### src/rtl/change_pkg.sv
// Shared types and constants for the change payout controller.
package change_pkg;

  localparam int unsigned AMT_W = 6;
  localparam int unsigned SEL_W = 2;

  // Coin values in 0.5-unit counts
  localparam logic [AMT_W-1:0] DEN_1  = AMT_W'(1);
  localparam logic [AMT_W-1:0] DEN_5  = AMT_W'(5);
  localparam logic [AMT_W-1:0] DEN_10 = AMT_W'(10);

  // eject_sel encodings; 2'd3 is never driven
  localparam logic [SEL_W-1:0] SEL_1  = SEL_W'(0);
  localparam logic [SEL_W-1:0] SEL_5  = SEL_W'(1);
  localparam logic [SEL_W-1:0] SEL_10 = SEL_W'(2);

  typedef enum logic [2:0] {
    ST_IDLE,
    ST_SELECT,
    ST_REQ,
    ST_GAP,
    ST_DONE,
    ST_FAULT
  } state_t;

endpackage

### src/rtl/denom_sel.sv
// Greedy coin selector: largest denomination not exceeding the amount owed.
import change_pkg::*;

module denom_sel (
  input  logic [AMT_W-1:0] remaining,
  output logic [SEL_W-1:0] sel,
  output logic [AMT_W-1:0] value
);

  // Pick the largest coin that fits
  always_comb begin
    sel   = SEL_1;
    value = DEN_1;
    if (remaining >= DEN_10) begin
      sel   = SEL_10;
      value = DEN_10;
    end else if (remaining >= DEN_5) begin
      sel   = SEL_5;
      value = DEN_5;
    end
  end

endmodule

### src/rtl/change_ctrl.sv
// Change payout controller: ejects coins one at a time with a handshake.
// Optional ack timeout enabled by defining CHANGE_CTRL_TIMEOUT_EN.
import change_pkg::*;

module change_ctrl #(
  parameter int unsigned GAP_CYC = 2,
  parameter int unsigned ACK_TMO = 8
) (
  input  logic             clk,
  input  logic             rst,
  input  logic             start,
  input  logic [AMT_W-1:0] change_amt,
  input  logic             eject_ack,
  output logic             eject_req,
  output logic [SEL_W-1:0] eject_sel,
  output logic             busy,
  output logic             done,
  output logic             fault,
  output logic [AMT_W-1:0] remaining
);

  // One cycle counter serves both the GAP wait and the REQ timeout
  localparam int unsigned CNT_MAX = (GAP_CYC > ACK_TMO) ? GAP_CYC : ACK_TMO;
  localparam int unsigned CNT_W   = $clog2(CNT_MAX + 1);
  localparam logic [CNT_W-1:0] GAP_LAST = CNT_W'(GAP_CYC - 1);
`ifdef CHANGE_CTRL_TIMEOUT_EN
  localparam logic [CNT_W-1:0] TMO_LAST = CNT_W'(ACK_TMO - 1);
`endif

  state_t           state, state_d;
  logic [CNT_W-1:0] cnt, cnt_d;
  logic [AMT_W-1:0] coin_val, coin_val_d;
  logic [AMT_W-1:0] remaining_d;
  logic [SEL_W-1:0] eject_sel_d;
  logic             eject_req_d, busy_d, done_d, fault_d;
  logic [SEL_W-1:0] sel_c;
  logic [AMT_W-1:0] val_c;

  denom_sel u_denom_sel (
    .remaining (remaining),
    .sel       (sel_c),
    .value     (val_c)
  );

  // State register
  always_ff @(posedge clk) begin
    if (rst) state <= ST_IDLE;
    else     state <= state_d;
  end

  // Next-state logic
  always_comb begin
    state_d = state;
    case (state)
      ST_IDLE:   if (start) state_d = (change_amt == '0) ? ST_DONE : ST_SELECT;
      ST_SELECT: state_d = ST_REQ;
      ST_REQ: begin
        if (eject_ack) state_d = ST_GAP;
`ifdef CHANGE_CTRL_TIMEOUT_EN
        else if (cnt == TMO_LAST) state_d = ST_FAULT;
`endif
      end
      ST_GAP: begin
        if (cnt >= GAP_LAST && !eject_ack)
          state_d = (remaining == '0) ? ST_DONE : ST_SELECT;
      end
      ST_DONE:   state_d = ST_IDLE;
      ST_FAULT:  state_d = ST_FAULT;
      default:   state_d = ST_IDLE;
    endcase
  end

  // Output and datapath next values; outputs follow the next state
  always_comb begin
    cnt_d       = '0;
    coin_val_d  = coin_val;
    remaining_d = remaining;
    eject_req_d = 1'b0;
    eject_sel_d = SEL_1;
    busy_d      = 1'b0;
    done_d      = 1'b0;
    fault_d     = 1'b0;

    if (state_d == state) cnt_d = (cnt == '1) ? cnt : cnt + CNT_W'(1);

    case (state)
      ST_IDLE:   if (start) remaining_d = change_amt;
      ST_SELECT: coin_val_d = val_c;
      ST_REQ:    if (eject_ack) remaining_d = remaining - coin_val;
      default:   ;
    endcase

    eject_req_d = (state_d == ST_REQ);
    if (state_d == ST_REQ) eject_sel_d = (state == ST_SELECT) ? sel_c : eject_sel;
    busy_d = state_d inside {ST_SELECT, ST_REQ, ST_GAP, ST_DONE};
    done_d = (state == ST_DONE);
`ifdef CHANGE_CTRL_TIMEOUT_EN
    fault_d = (state_d == ST_FAULT);
`endif
  end

  // Registered outputs and counters
  always_ff @(posedge clk) begin
    if (rst) begin
      cnt       <= '0;
      coin_val  <= '0;
      remaining <= '0;
      eject_req <= 1'b0;
      eject_sel <= SEL_1;
      busy      <= 1'b0;
      done      <= 1'b0;
      fault     <= 1'b0;
    end else begin
      cnt       <= cnt_d;
      coin_val  <= coin_val_d;
      remaining <= remaining_d;
      eject_req <= eject_req_d;
      eject_sel <= eject_sel_d;
      busy      <= busy_d;
      done      <= done_d;
      fault     <= fault_d;
    end
  end

endmodule

### config.mk
export PLATFORM = sky130hd
export DESIGN_NAME = change_ctrl
export DESIGN_NICKNAME = d
export VERILOG_FILES = /design/src/rtl/change_pkg.sv /design/src/rtl/denom_sel.sv /design/src/rtl/change_ctrl.sv
export SDC_FILE = /design/constraint.sdc
export NUM_CORES = 1
export LEC_CHECK = 0
export ABC_AREA = 1
export BUFFER_PORTS_ARGS = -buffer_cell sky130_fd_sc_hd__buf_2
export CAP_MARGIN = 20
export CORE_MARGIN = 2
export CORE_UTILIZATION = 59
export DETAILED_ROUTE_END_ITERATION = 10
export GPL_TIMING_DRIVEN = 0
export PLACE_DENSITY = 0.94
export SYNTH_ARGS = -nofsm -noshare
export SYNTH_HDL_FRONTEND = slang
export SYNTH_SLANG_ARGS = --single-unit
### constraint.sdc
create_clock -name clk -period 4.2 [get_ports clk]
set_input_delay 0 -clock clk [delete_from_list [all_inputs] [get_ports clk]]
set_output_delay 0 -clock clk [all_outputs]
set_load 0.02 [all_outputs]
==> metrics <==
Die W=51.3 um; most common cell in the synthesized netlist=nand2_1; Top Usage Layer GRT=met2; FMAX=552 MHz; all-layer global routing usage=24.8%; Distinct cells, synth=28; root buffer cell=clkbuf_4; Leakage=0.000770 uW; IO Pins=22; final critical-path required period=1810 ps; Ys Warns=0; CP startpoint kind=flop; Routed WL per cell=11.2 um; drt pass-1 iters=5; hold crit path type=in2reg; First DRT Iteration DRCs=57; core area=2170 um^2; Synth async-reset ratio=0%; Seq pwr share=43.7%; chip height=51.3 um; row cnt=17; Post-synth EDFFs=0; clock-pin slew on the worst setup and hold paths=130 ps; syn nets=218; FF-to-FF End=remaining[4]; Worst Skew=16.1 ps; gpl congestion=0.841; Final ANT Viol Nets=0; Post-synth top cells=39 x nand2_1, 36 x nor2_1, 33 x inv_1; R2R setup slack=2390 ps; flops & latches, synth=21; Data required, critical path=4420 ps; antenna violations before repair=0; top-area cell type share of the netlist area=31.8%; Worst Hold Launch=change_amt[5]; area growth from synthesis to final layout=15.7%; Int Power=328 uW; GRT met3 Usage=5.85%; PostCTS Resize Cnt=0; post-synthesis sequential area ratio=31.8%; synth top area cells=dfxtp_1 32%, nand2_1 11%, nor2_1 10%; HPWL after DPL=2090 um; Fin. Hold Viols=0; r2r startpoint=remaining[0]; Nets=247; Comb pwr share=37.7%; RSZ-0062 raised after global routing=no; global-route wire length before repair=4960 um; crit share post-route=43.1%; outcome=complete, no violations; Hold EP=remaining[5]; Mean Syn Cell Area=6.60 um^2; met1 Use GR=33.9%; Top FF cell, synth=dfxtp_1; Power Density=358 nW/um^2; CTS buffer count=3; synthesized area=1320 um^2; Via-to-Cell Ratio=5.13; Clk pwr share=18.6%; Initial Util=60.8%; switching pwr=219 uW; largest net degree at the start of global routing=13; Max Cap Viol=0; worst skew pair latency=320 ps; H-tree depth=1; Critical Path AT=2030 ps; grt met2 use=39.0%; Max Root-Sink Buffers=2; Peak VDD IR=0.000314 V; Via Count=1314; Post-Route WL=2870 um; ANT cells=0; clock sink total=21; DRC viols=0; die area=2630 um^2; largest area contributor in the netlist=dfxtp_1; fin area=1530 um^2; worst-path fanout max=5; final count of pins violating max slew=0; endpoints failing setup=0; CP Class=reg2reg; overflow left after global routing=0; CTS tree=built; Cells after Synth=200; I/O Buffers=19; worst hold stages=5; share of cells above drive strength 1=18.0%; setup TNS=0 ps; Sw Ratio=40.1%; vias in the first global route=1156; FF-to-FF path depth=11; DP Area=1450 um^2; Worst setup EP type=flop
-- through the flow --
stage	total power, uW	util [%]	hold slack (ps)	setup slack (ps)	cells
after floorplan	391	-	141	2500	200
after global placement	433	66.8	240	2510	247
after detailed placement	439	66.8	241	2480	247
after CTS	543	70.4	34.8	2470	256
after global routing	587	70.4	78.1	2280	256
final	547	70.4	47.2	2390	256
-- worst max-delay path by stage --
stage	cells past startpoint	endpoint	start
6_report	11	remaining[4]	remaining[0]
5_1_grt	11	remaining[4]	remaining[0]
3_5_place_dp	11	remaining[4]	remaining[0]
2_1_floorplan	11	remaining[4]	remaining[0]
3_3_place_gp	11	remaining[4]	remaining[0]
4_1_cts	11	remaining[4]	remaining[0]
-- cell families after synthesis --
group / share of synthesized area [%]
simple gates: 34.9
compound gates: 12.8
other cells: 0.284
fa+ha+maj: 8.15
flops: 31.8
xor+xnor: 0.664
buf+inv: 11.4
-- power groups by stage --
stage | registers [uW] | logic [uW] | clock network (uW)
final | 239 | 206 | 102
after global routing | 243 | 232 | 112
after CTS | 239 | 201 | 104
after detailed placement | 243 | 195 | 0
after global placement | 243 | 190 | 0
after floorplan | 253 | 138 | 0
-- routing by layer --
layer  wire length, um  share of wire [%]  up-vias
met2              1330                 46       50
met4                21               0.73        0
met3               183                6.4        5
met1              1340                 47      575
li1                  -                  -      684
met5                 0                  0        -
-- critical path, stage by stage (launching register included) --
cell      delay, ps
dfxtp_1         410
inv_1            70
ha_1            220
fa_1            360
inv_1           100
nand3_1         100
nand2_1          80
nand2_1          50
nand3_1          60
nand3_1          70
o211ai_1        110
inv_1            80
-- placed cells by master (no fill, tap or decap), types with 3 or more instances in the layout --
master	Yosys	layout
nand2_1	39	39
nor2_1	36	36
inv_1	33	33
dfxtp_1	21	21
buf_2	0	19
nand3_1	13	13
o21ai_0	10	10
a21oi_1	7	7
ha_1	7	7
dlygate4sd3_1	0	5
nand2_2	3	3
a21oi_2	3	3
a211oi_1	3	3
a31oi_1	3	3
clkbuf_4	0	3
-- registers in the layout, indices dropped and copies added, names as in the netlist --
signal     cells
remaining      6
cnt            4
coin_val       3
state          3
eject_sel      2
busy           1
done           1
eject_req      1
-- final cells by class --
cell class	count	area, um^2
multi-input combinational	141	749
fill	187	642
sequential	21	420
timing repair buffer	24	145
inverter	36	135
tap	28	35.0
clock buffer	3	22.5
buffer	2	15.0
clock inverter	1	5.00
-- what timing repair did --
item	CTS	global route
setup buffers	0	0
hold endpoints to repair	12	0
hold buffers	5	0
(Power assumes the default switching activity.)
